### src/rtl/puf_seq_ctrl.sv
`default_nettype none
// +----------------------------------------------------------------------------+
// | Module      : puf_seq_ctrl                                                 |
// | Description : Challenge sequencer for one RO-PUF bit cell. Walks N_BITS    |
// |               challenges from a seed and assembles the response word.      |
// |               Optional WAIT watchdog enabled by macro PUF_CTRL_TIMEOUT_EN. |
// | Revision    : 1.0 - initial release                                        |
// +----------------------------------------------------------------------------+
module puf_seq_ctrl #(
  parameter int         N_BITS      = 8,
  parameter int         CLR_CYCLES  = 2,
  parameter logic [7:0] CHALL_STEP  = 8'h11
`ifdef PUF_CTRL_TIMEOUT_EN
  ,
  parameter int         TIMEOUT_CYC = 1023
`endif
) (
  input  logic              clk,
  input  logic              rst_n,
  input  logic              start,
  input  logic [7:0]        seed,
  output logic              busy,
  output logic              done,
  output logic              err,
  output logic [N_BITS-1:0] resp_word,
  output logic [7:0]        puf_chall,
  output logic              puf_en,
  output logic              puf_rst,
  input  logic              puf_resp,
  input  logic              puf_finish
);

  localparam int IDX_W = (N_BITS > 1) ? $clog2(N_BITS) : 1;
  localparam int CLR_W = (CLR_CYCLES > 1) ? $clog2(CLR_CYCLES) : 1;
  localparam logic [IDX_W-1:0] LAST_IDX = IDX_W'(N_BITS - 1);
  localparam logic [CLR_W-1:0] LAST_CLR = CLR_W'(CLR_CYCLES - 1);

  typedef enum logic [2:0] {
    S_IDLE  = 3'd0,
    S_CLEAR = 3'd1,
    S_RUN   = 3'd2,
    S_WAIT  = 3'd3,
    S_DONE  = 3'd4
  } state_t;

  state_t              state_q,     state_d;
  logic                busy_q,      busy_d;
  logic                done_q,      done_d;
  logic [N_BITS-1:0]   resp_word_q, resp_word_d;
  logic [7:0]          chall_q,     chall_d;
  logic                en_q,        en_d;
  logic                prst_q,      prst_d;
  logic [IDX_W-1:0]    bit_idx_q,   bit_idx_d;
  logic [CLR_W-1:0]    clr_cnt_q,   clr_cnt_d;

`ifdef PUF_CTRL_TIMEOUT_EN
  localparam int WDOG_W = $clog2(TIMEOUT_CYC + 1);
  localparam logic [WDOG_W-1:0] WDOG_LIMIT = WDOG_W'(TIMEOUT_CYC);

  logic [WDOG_W-1:0]   wdog_q,      wdog_d;
  logic                err_q,       err_d;
`endif

  always_comb begin
    state_d     = state_q;
    busy_d      = busy_q;
    done_d      = 1'b0;
    resp_word_d = resp_word_q;
    chall_d     = chall_q;
    en_d        = 1'b0;
    prst_d      = 1'b0;
    bit_idx_d   = bit_idx_q;
    clr_cnt_d   = clr_cnt_q;
`ifdef PUF_CTRL_TIMEOUT_EN
    wdog_d      = wdog_q;
    err_d       = err_q;
`endif

    case (state_q)
      S_IDLE: begin
        if (start) begin
          chall_d     = seed;
          resp_word_d = '0;
          bit_idx_d   = '0;
          clr_cnt_d   = '0;
          busy_d      = 1'b1;
          prst_d      = 1'b1;
          state_d     = S_CLEAR;
`ifdef PUF_CTRL_TIMEOUT_EN
          err_d       = 1'b0;
`endif
        end
      end

      S_CLEAR: begin
        if (clr_cnt_q == LAST_CLR) begin
          en_d    = 1'b1;
          state_d = S_RUN;
        end else begin
          clr_cnt_d = clr_cnt_q + CLR_W'(1);
          prst_d    = 1'b1;
        end
      end

      S_RUN: begin
        state_d = S_WAIT;
`ifdef PUF_CTRL_TIMEOUT_EN
        wdog_d  = '0;
`endif
      end

      S_WAIT: begin
        // A finish arriving on the watchdog's last cycle still wins.
        if (puf_finish) begin
          resp_word_d[bit_idx_q] = puf_resp;
          if (bit_idx_q == LAST_IDX) begin
            done_d  = 1'b1;
            state_d = S_DONE;
          end else begin
            bit_idx_d = bit_idx_q + IDX_W'(1);
            chall_d   = chall_q + CHALL_STEP;
            clr_cnt_d = '0;
            prst_d    = 1'b1;
            state_d   = S_CLEAR;
          end
        end
`ifdef PUF_CTRL_TIMEOUT_EN
        else if (wdog_q == WDOG_LIMIT) begin
          err_d   = 1'b1;
          done_d  = 1'b1;
          state_d = S_DONE;
        end else begin
          wdog_d = wdog_q + WDOG_W'(1);
        end
`endif
      end

      S_DONE: begin
        busy_d  = 1'b0;
        state_d = S_IDLE;
      end

      default: begin
        busy_d  = 1'b0;
        state_d = S_IDLE;
      end
    endcase
  end

  always_ff @(posedge clk or negedge rst_n) begin
    if (!rst_n) begin
      state_q     <= S_IDLE;
      busy_q      <= 1'b0;
      done_q      <= 1'b0;
      resp_word_q <= '0;
      chall_q     <= 8'h00;
      en_q        <= 1'b0;
      prst_q      <= 1'b0;
      bit_idx_q   <= '0;
      clr_cnt_q   <= '0;
`ifdef PUF_CTRL_TIMEOUT_EN
      wdog_q      <= '0;
      err_q       <= 1'b0;
`endif
    end else begin
      state_q     <= state_d;
      busy_q      <= busy_d;
      done_q      <= done_d;
      resp_word_q <= resp_word_d;
      chall_q     <= chall_d;
      en_q        <= en_d;
      prst_q      <= prst_d;
      bit_idx_q   <= bit_idx_d;
      clr_cnt_q   <= clr_cnt_d;
`ifdef PUF_CTRL_TIMEOUT_EN
      wdog_q      <= wdog_d;
      err_q       <= err_d;
`endif
    end
  end

  assign busy      = busy_q;
  assign done      = done_q;
  assign resp_word = resp_word_q;
  assign puf_chall = chall_q;
  assign puf_en    = en_q;
  assign puf_rst   = prst_q;

`ifdef PUF_CTRL_TIMEOUT_EN
  assign err = err_q;
`else
  assign err = 1'b0;
`endif

endmodule
`default_nettype wire

### config.mk
export PLATFORM = sky130hd
export DESIGN_NAME = puf_seq_ctrl
export DESIGN_NICKNAME = d
export VERILOG_FILES = /design/src/rtl/puf_seq_ctrl.sv
export SDC_FILE = /design/constraint.sdc
export NUM_CORES = 1
export LEC_CHECK = 0
export ABC_AREA = 1
export CORE_ASPECT_RATIO = 0.75
export CORE_MARGIN = 2
export CORE_UTILIZATION = 45
export CTS_CLUSTER_DIAMETER = 200
export CTS_CLUSTER_SIZE = 24
export DETAILED_ROUTE_END_ITERATION = 8
export PLACE_DENSITY = 0.87
export SKIP_LAST_GASP = 1
export SYNTH_ARGS = -nofsm -noshare
export SYNTH_HDL_FRONTEND = slang
export SYNTH_SLANG_ARGS = --single-unit
### constraint.sdc
create_clock -name clk -period 1.55 [get_ports clk]
set_input_delay 0.155 -clock clk [delete_from_list [all_inputs] [get_ports clk]]
set_output_delay 0.155 -clock clk [all_outputs]
set_load 0.05 [all_outputs]
# After elaboration in Yosys (flattened, before gate mapping)
# Cells that the tools add are included.
dict set report totals {
  register_bits 27
  in_bits 13
  output_inout_bits 21
  wordCells 69
}
dict set report op_classes {
  add_sub_neg 3
  n_lt_le_gt_ge 2
  n_eq_ne 8
  n_mux 36
  bitwise_logic 1
  n_reduce_logical 10
}
# op count
set ops {}
lappend ops {{$mux W8} 5}
lappend ops {{$pmux W8 S2} 2}
lappend ops {{$mux W3} 7}
lappend ops {{$mux W1} 15}
lappend ops {{$pmux W3 S4} 1}
lappend ops {{$add A8 B5 Y8 const B} 1}
lappend ops {{$bwmux W8} 1}
lappend ops {{$ne A2 B2 Y1 const B} 4}
lappend ops {{$reduce_and A4 Y1} 2}
lappend ops {{$eq A3 B2 Y1 const B} 2}
lappend ops {{$pmux W1 S3} 2}
lappend ops {{$pmux W3 S2} 1}
lappend ops {{$reduce_and A3 Y1} 2}
lappend ops {{$lt A3 B4 Y1 const B} 1}
lappend ops {{$add A3 B1 Y3 const B} 1}
lappend ops {{$demux W1 S3} 1}
lappend ops {{$eq A3 B1 Y1 const B} 1}
lappend ops {{$eq A3 B3 Y1 const B} 1}
lappend ops {{$ge A3 B1 Y1 const B} 1}
lappend ops {{$logic_not A3 Y1} 1}
lappend ops {{$reduce_bool A3 Y1} 1}
lappend ops {{$reduce_or A3 Y1} 1}
lappend ops {{$pmux W1 S2} 1}
lappend ops {{$reduce_and A2 Y1} 1}
lappend ops {{4 further kinds} 4}

# Longest topological paths before layout
# Gate-level depths: netlist of run 1.
dict set report depth {
  word_depth 7
  depth_mapped 9
  depth_no_buf 9
}

# Least setup slack after synthesis of run 1
# No wires, ideal clock.
dict set report synth_timing {
  path_type {reg-to-reg}
  startpoint {register chall_q[0], in the netlist puf_chall[0]}
  endpoint {register chall_q[4], in the netlist puf_chall[4]}
  setup_time_ns 0.118
  arrival_ns 1.413
  slack_ns 0.019
  path_stages_with_launch 9
  synth_period_minus_slack_ns 1.531
  cell_sequence {dfrtp_1 -> ha_1 -> nand3_1 -> nand2_1 -> inv_1 -> o21ai_0 -> nand2_1 -> nand2_1 -> nand2_1}
}
dict set report synth_via {
  elab_chain_cells 4
}
# element line_no
set synth_lines {}
lappend synth_lines {{start, declared} 50} ;# logic [7:0] chall_q, chall_d;
lappend synth_lines {{start signal, assigned} 170} ;# chall_q <= chall_d;
lappend synth_lines {{$add A8 B5 Y8} 121} ;# chall_d = chall_q + CHALL_STEP;
lappend synth_lines {{$mux W8} 116} ;# if (bit_idx_q == LAST_IDX) begin
lappend synth_lines {{$mux W8} 114} ;# if (puf_finish) begin
lappend synth_lines {{$pmux W8 S2} 79} ;# case (state_q)
# No other way between the ends. The select of a mux whose other input is x is not followed.
# A chain may end at the register's enable or synchronous reset.

# Worst setup path in the final report of run 1
dict set report layout_timing {
  startpoint {register state_q[1]}
  endpoint {register chall_q[1], in the netlist puf_chall[1]}
}
dict set report layout_via {
  elab_chain_cells 3
}
# element line_no
set layout_lines {}
lappend layout_lines {{start, declared} 46} ;# state_t state_q, state_d;
lappend layout_lines {{start signal, assigned} 166} ;# state_q <= state_d;
lappend layout_lines {{$eq A3 B2 Y1 or $logic_not A3 Y1 (tied branches)} 79}
lappend layout_lines {{$ne A2 B2 Y1 (no source line) or $reduce_bool A2 Y1 (tied branches)} -}
lappend layout_lines {{$reduce_and A4 Y1 (no source line)} -}
# Several ways; a longest one is shown, not always the timed one.

==> metrics.cfg, run 1 <==
[status]
outcome = completed

[floorplanning]
core-area_um2 = 3220
start_util = 0.463
die-area_um2 = 3790
die_width_um = 70.5
row_count = 18
die_h_um = 53.8
io_pins = 34

[worst_setup_path]
cpMostUsedCell = nand2_1
r2r-start = state_q[1]
cp-startpoint = state_q[1]
cp.required_ns = 1.72
crit_arrival_ns = 1.59
r2r_slack_ns = 0.13
worstSetupPathType = register to register
crit_path_max_fanout = 8
r2r_cells = 9
start_kind = register
r2r-end = puf_chall[1]
crit_path_max_incr_delay_ns = 0.43
crit_path_cell_trace = nand2_1, nor2_4, nand2_1, nand2_2, inv_1, nand2_4, inv_4, nand2_1, o21ai_1
crit_path_end_kind = register
slowest_stage = dfrtp_1

[worst_hold_path]
hold_path_class = primary input to async pin

[logic_synthesis]
synth.distinct_cells = 22
synthCells = 204
seq_area_frac_synth = 0.453
syn_nets = 220
yosys_warnings = 0
synth.avg_cell_area_um2 = 7.30
synthesis.area_um2 = 1490
ys_ff_latch = 27

[clock_tree]
post_cts_buffers = 0
cts_sinks = 27
clk_latency_ns = 0.28
cts_hold_buf = 0
clk_pin_slew_ns = 0.09
numCtsBuffers = 3
clockRootBuffer = clkbuf_8
cts_max_level = 1
cts_resized = 0
clock_path_buffers = 2
cts_tree = built

[finish]
multiInputGateArea_um2 = 723
drive_gt1_frac = 0.170
regArea_um2 = 676
num-nets-final = 258
fillCellCount = 301
diodes = 0
design_area_um2 = 1890
area_growth_pct = 27.0
fin_util = 0.587

[sta]
skew_ns = 0.00350
drv_slew = 0
finalSetupViolCount = 0
max_freq_mhz = 704
period_share = 0.916
finalCriticalPeriod_ns = 1.42
timing_hold_violations_final = 0

[grt]
grt_pass1_wl_mm = 5.24
grt_usage = 0.176
grt_pass1_vias = 1236
grt_antenna_before_repair = 0
grt_max_degree = 28
grt-ovfl-total = 0

[placement]
place_area_um2 = 1830
hpwl_mm = 2.31
port_buffers = 32
gp_congestion = 0.935

[pwr]
p_leak_nw = 0.937
pwr_density_cell_nw_per_um2 = 1950
irDropWorstVdd_uv = 1270

[detailed_routing]
drt_pre_antenna_iters = 4
wl_per_cell_um = 11.3
vias = 1408
ant_nets = 0
viasPerCell = 5.01
drcViolationCount = 0
routed_wl_mm = 3.18
drtIter0Drc = 130

[flow_run]
drv_cap = 0

-- worst max-delay path: cells and delay by family (launching register included) --
| kind | cells | cell delay [ns] |
|---|---|---|
| AO/OA/AOI/OAI | 1 | 0.05 |
| buffers and inverters | 2 | 0.15 |
| flip-flops | 1 | 0.43 |
| AND/OR/NAND/NOR | 6 | 0.65 |
-- registers in the layout, summed over array words and instances (netlist names) --
register,cells
bit_idx_q,3
busy,1
clr_cnt_q,1
done,1
puf_chall,8
puf_en,1
puf_rst,1
resp_word,8
state_q,3
-- synthesized netlist by cell type --
master	number	area, um^2
nand2_1	70	263
dfrtp_1	27	676
nand3_1	23	115
inv_1	16	60.1
nor2_1	15	56.3
o21ai_1	14	70.1
o21ai_0	11	55.1
nor3_1	8	40.0
buf_2	3	15.0
ha_1	3	37.5
inv_2	2	7.51
o21ai_2	2	17.5
buf_1	1	3.75
buf_4	1	7.51
buf_6	1	11.3
conb_1	1	3.75
nand2_2	1	6.26
nand2_4	1	11.3
nand3b_1	1	7.51
nor2_4	1	11.3
o311ai_0	1	8.76
or2_2	1	6.26
-- metal layers --
metal  up-vias  GRT usage  wire length [um]
li1        730          -                 -
met1       624      0.232              1520
met2        51      0.292              1410
met3         3     0.0337               202
met4         0     0.0673                44
met5         -          0                 0
-- where the power goes --
group          switching [W]  leakage, nW  internal [W]
Combinational        0.00147        0.565      0.000694
Clock               0.000216       0.0228      0.000185
Sequential          0.000213        0.350      0.000911
Total                0.00189        0.937       0.00179
-- cell usage in the layout, fill, tap and decap left out --
cell and instances:
or2_2 1, dfrtp_1 27, nor2_2 2, clkbuf_8 3, nor2_4 1, buf_4 25
nand2_1 69, nand3b_1 1, o21ai_1 14, nand2_2 3, clkbuf_1 1, inv_4 1
nand2_4 1, o311ai_0 1, conb_1 1, ha_1 3, nor2_1 13, inv_1 16
buf_12 1, clkdlybuf4s50_1 12, o21ai_2 2, nor3_1 8, o21ai_0 11, nand3_1 23
inv_2 1
-- per-stage QoR --
stage          setup slack (ns)  TNS (ns)  hold slack [ns]  std cells  power (W)
2_1_floorplan            0.0194         0           -0.141        204    0.00266
4_1_cts                  0.0651         0            0.256        280    0.00364
3_5_place_dp             0.0539         0            0.481        276    0.00323
6_report                  0.130         0            0.247        281    0.00368
3_3_place_gp              0.132         0            0.471        276    0.00318
5_1_grt                 -0.0133   -0.0134            0.286        281    0.00399
-- how the worst max path moves through the flow --
| stage | endpoint | slack (ns) |
|---|---|---|
| after floorplan | puf_chall[4] | 0.02 |
| after global placement | puf_chall[4] | 0.13 |
| after detailed placement | puf_chall[1] | 0.05 |
| after CTS | puf_chall[1] | 0.07 |
| after global routing | puf_chall[3] | -0.01 |
| final | puf_chall[1] | 0.13 |
-- area by class of cell --
cell class | instances | share of cell area
clock buffer | 4 | 0.0238
timing repair buffer | 38 | 0.173
multi-input combinational | 154 | 0.382
sequential | 27 | 0.357
inverter | 18 | 0.0370
tap | 40 | 0.0265
-- logic make-up after synthesis --
logic type / after synthesis / synth area share
simple gates: 121 / 0.347
compound gates: 28 / 0.102
flops: 27 / 0.453
buf+inv: 24 / 0.0705
fa+ha+maj: 3 / 0.0252
other cells: 1 / 0.00252
No activity file was read; power rests on OpenSTA's default activity.
==> inputs of run 2 (changes only) <==
Settings changed: CTS_BUF_LIST set to sky130_fd_sc_hd__clkbuf_16, HOLD_SLACK_MARGIN set to 0.08.
==> metrics.cfg, run 2 (synthesis gave the netlist of run 1 again) <==
[grt]
grt-ovfl-total = 0  ; unchanged
grt_pass1_vias = 1262  ; was 1236
grt_usage = 0.183  ; was 0.176
grt_antenna_before_repair = 0  ; unchanged
grt_pass1_wl_mm = 5.40  ; was 5.24 mm
grt_max_degree = 28  ; unchanged

[worst_setup_path]
crit_arrival_ns = 1.56  ; was 1.59 ns
crit_path_end_kind = register  ; unchanged
crit_path_cell_trace = nand2_1, nor2_4, nand2_1, nand2_2, inv_1, nand2_4, inv_4, nand2_1, o21ai_1  ; unchanged
crit_path_max_fanout = 8  ; unchanged
cp.required_ns = 1.70  ; was 1.72 ns
worstSetupPathType = register to register  ; unchanged
crit_path_max_incr_delay_ns = 0.43  ; about the same
slowest_stage = dfrtp_1  ; unchanged
start_kind = register  ; unchanged
cpMostUsedCell = nand2_1  ; unchanged

[clock_tree]
cts_sinks = 27  ; unchanged
cts_max_level = 1  ; unchanged
clockRootBuffer = clkbuf_16  ; was clkbuf_8
clk_pin_slew_ns = 0.06  ; was 0.09 ns
clock_path_buffers = 2  ; unchanged
cts_hold_buf = 0  ; unchanged
cts_resized = 0  ; unchanged
numCtsBuffers = 3  ; unchanged
cts_tree = built  ; unchanged
clk_latency_ns = 0.26  ; was 0.28 ns
post_cts_buffers = 0  ; unchanged

[finish]
diodes = 0  ; unchanged
design_area_um2 = 1920  ; was 1890 um^2
area_growth_pct = 29.1  ; was 27.0%
mostFrequentLayoutCell = nand2_1  ; unchanged
drive_gt1_frac = 0.166  ; was 0.170
final_cells = 281  ; unchanged
mostFrequentLayoutCells = 69 x nand2_1, 27 x dfrtp_1, 25 x buf_4, 23 x nand3_1, 17 x inv_1  ; was 69 x nand2_1, 27 x dfrtp_1, 25 x buf_4, 23 x nand3_1, 16 x inv_1
num-nets-final = 258  ; unchanged
fin_util = 0.597  ; was 0.587

[placement]
gp_congestion = 0.935  ; unchanged
place_area_um2 = 1830  ; unchanged
dp_cells = 276  ; unchanged
port_buffers = 32  ; unchanged
hpwl_mm = 2.31  ; unchanged

[sta]
max_freq_mhz = 708  ; was 704 MHz
period_share = 0.911  ; was 0.916
skew_ns = 0.00285  ; was 0.00350 ns
timing_hold_violations_final = 0  ; unchanged
finalCriticalPeriod_ns = 1.41  ; was 1.42 ns
finalSetupViolCount = 0  ; unchanged
drv_slew = 0  ; unchanged

[detailed_routing]
vias = 1426  ; was 1408
drtIter0Drc = 124  ; was 130
drt_pre_antenna_iters = 4  ; unchanged
ant_nets = 0  ; unchanged
routed_wl_mm = 3.18  ; about the same
drcViolationCount = 0  ; unchanged
viasPerCell = 5.07  ; was 5.01
wl_per_cell_um = 11.3  ; about the same

[pwr]
seqPwrFrac = 0.292  ; was 0.305
internal-power_w = 0.00195  ; was 0.00179 W
pwr_density_cell_nw_per_um2 = 2010  ; was 1950 nW/um^2
p_leak_nw = 0.957  ; was 0.937 nW
power_frac_comb = 0.558  ; was 0.586
irDropWorstVdd_uv = 1160  ; was 1270 uV
p_clk_frac = 0.150  ; was 0.109
p_sw_w = 0.00191  ; was 0.00189 W
p_sw_frac = 0.494  ; was 0.514

[floorplanning]
io_pins = 34  ; unchanged
die_width_um = 70.5  ; unchanged
core-area_um2 = 3220  ; unchanged
start_util = 0.463  ; unchanged
die_h_um = 53.8  ; unchanged
die-area_um2 = 3790  ; unchanged
row_count = 18  ; unchanged

[flow_run]
drv_cap = 0  ; unchanged

[worst_hold_path]
hold_path_class = primary input to async pin  ; unchanged

[status]
outcome = completed  ; unchanged

-- run 2: changes by cell type in the layout (fill, tap and decap cells not counted), sizes merged --
cell | before | now
clkbuf | 4 | 3
inv | 18 | 19
-- run 2: cell type report --
cell class / count / area, um^2
clock buffer: 3 / 75.1
clock inverter: 1 / 3.75
fill: 292 / 1300
inverter: 18 / 70.1
multi-input combinational: 154 / 721
sequential: 27 / 676
tap: 40 / 50.0
timing repair buffer: 38 / 328
-- run 2: final timing paths --
path | start | endpoint | slack (ns) | depth (start not counted)
max | state_q[1] | puf_chall[1] | 0.14 | 9
min | rst_n | resp_word[2] | 0.27 | 2
max reg2reg | state_q[1] | puf_chall[1] | 0.14 | 9
min reg2reg | resp_word[2] | resp_word[2] | 0.49 | 2
max in group asynchronous | rst_n | resp_word[5] | 1.04 | 2
min in group clk | resp_word[2] | resp_word[2] | 0.49 | 2
-- run 2: routing by layer --
| metal | share of wire | track usage | wire length, um | vias up |
|---|---|---|---|---|
| met5 | 0 | 0 | 0 | - |
| met4 | 0.014 | 0.0737 | 44 | 0 |
| met3 | 0.059 | 0.0356 | 188 | 6 |
| met2 | 0.46 | 0.311 | 1460 | 49 |
| met1 | 0.47 | 0.235 | 1490 | 641 |
| li1 | - | - | - | 730 |
-- run 2: critical path: cells and delay by family, from the launching register on --
kind	cells	cell delay (ns)
and+or+nand+nor	6	0.67
AOI/OAI and AO/OA	1	0.05
DFF	1	0.43
buffers and inverters	2	0.15
-- run 2: metrics by stage --
stage          TNS (ns)  total power [W]  hold slack (ns)  setup WS [ns]
3_5_place_dp          0          0.00323            0.481         0.0539
2_1_floorplan         0          0.00266           -0.141         0.0194
6_report              0          0.00386            0.266          0.137
4_1_cts               0          0.00383            0.275         0.0736
3_3_place_gp          0          0.00318            0.471          0.132
5_1_grt        -0.00735          0.00418            0.305       -0.00735
-- run 2: power by group through the flow --
| stage | combinational (W) | clock, W | sequential (W) |
|---|---|---|---|
| 2_1_floorplan | 0.00108 | 0 | 0.00159 |
| 4_1_cts | 0.00211 | 0.000595 | 0.00112 |
| 3_5_place_dp | 0.00211 | 0 | 0.00113 |
| 3_3_place_gp | 0.00205 | 0 | 0.00113 |
| 5_1_grt | 0.00240 | 0.000615 | 0.00116 |
| 6_report | 0.00215 | 0.000578 | 0.00113 |
==> inputs of run 3 (changes only) <==
Settings changed: CTS_CLUSTER_DIAMETER 200 to unset.
==> results of run 3 <==
The final DEF is identical to that of run 2; final timing and power are the same.
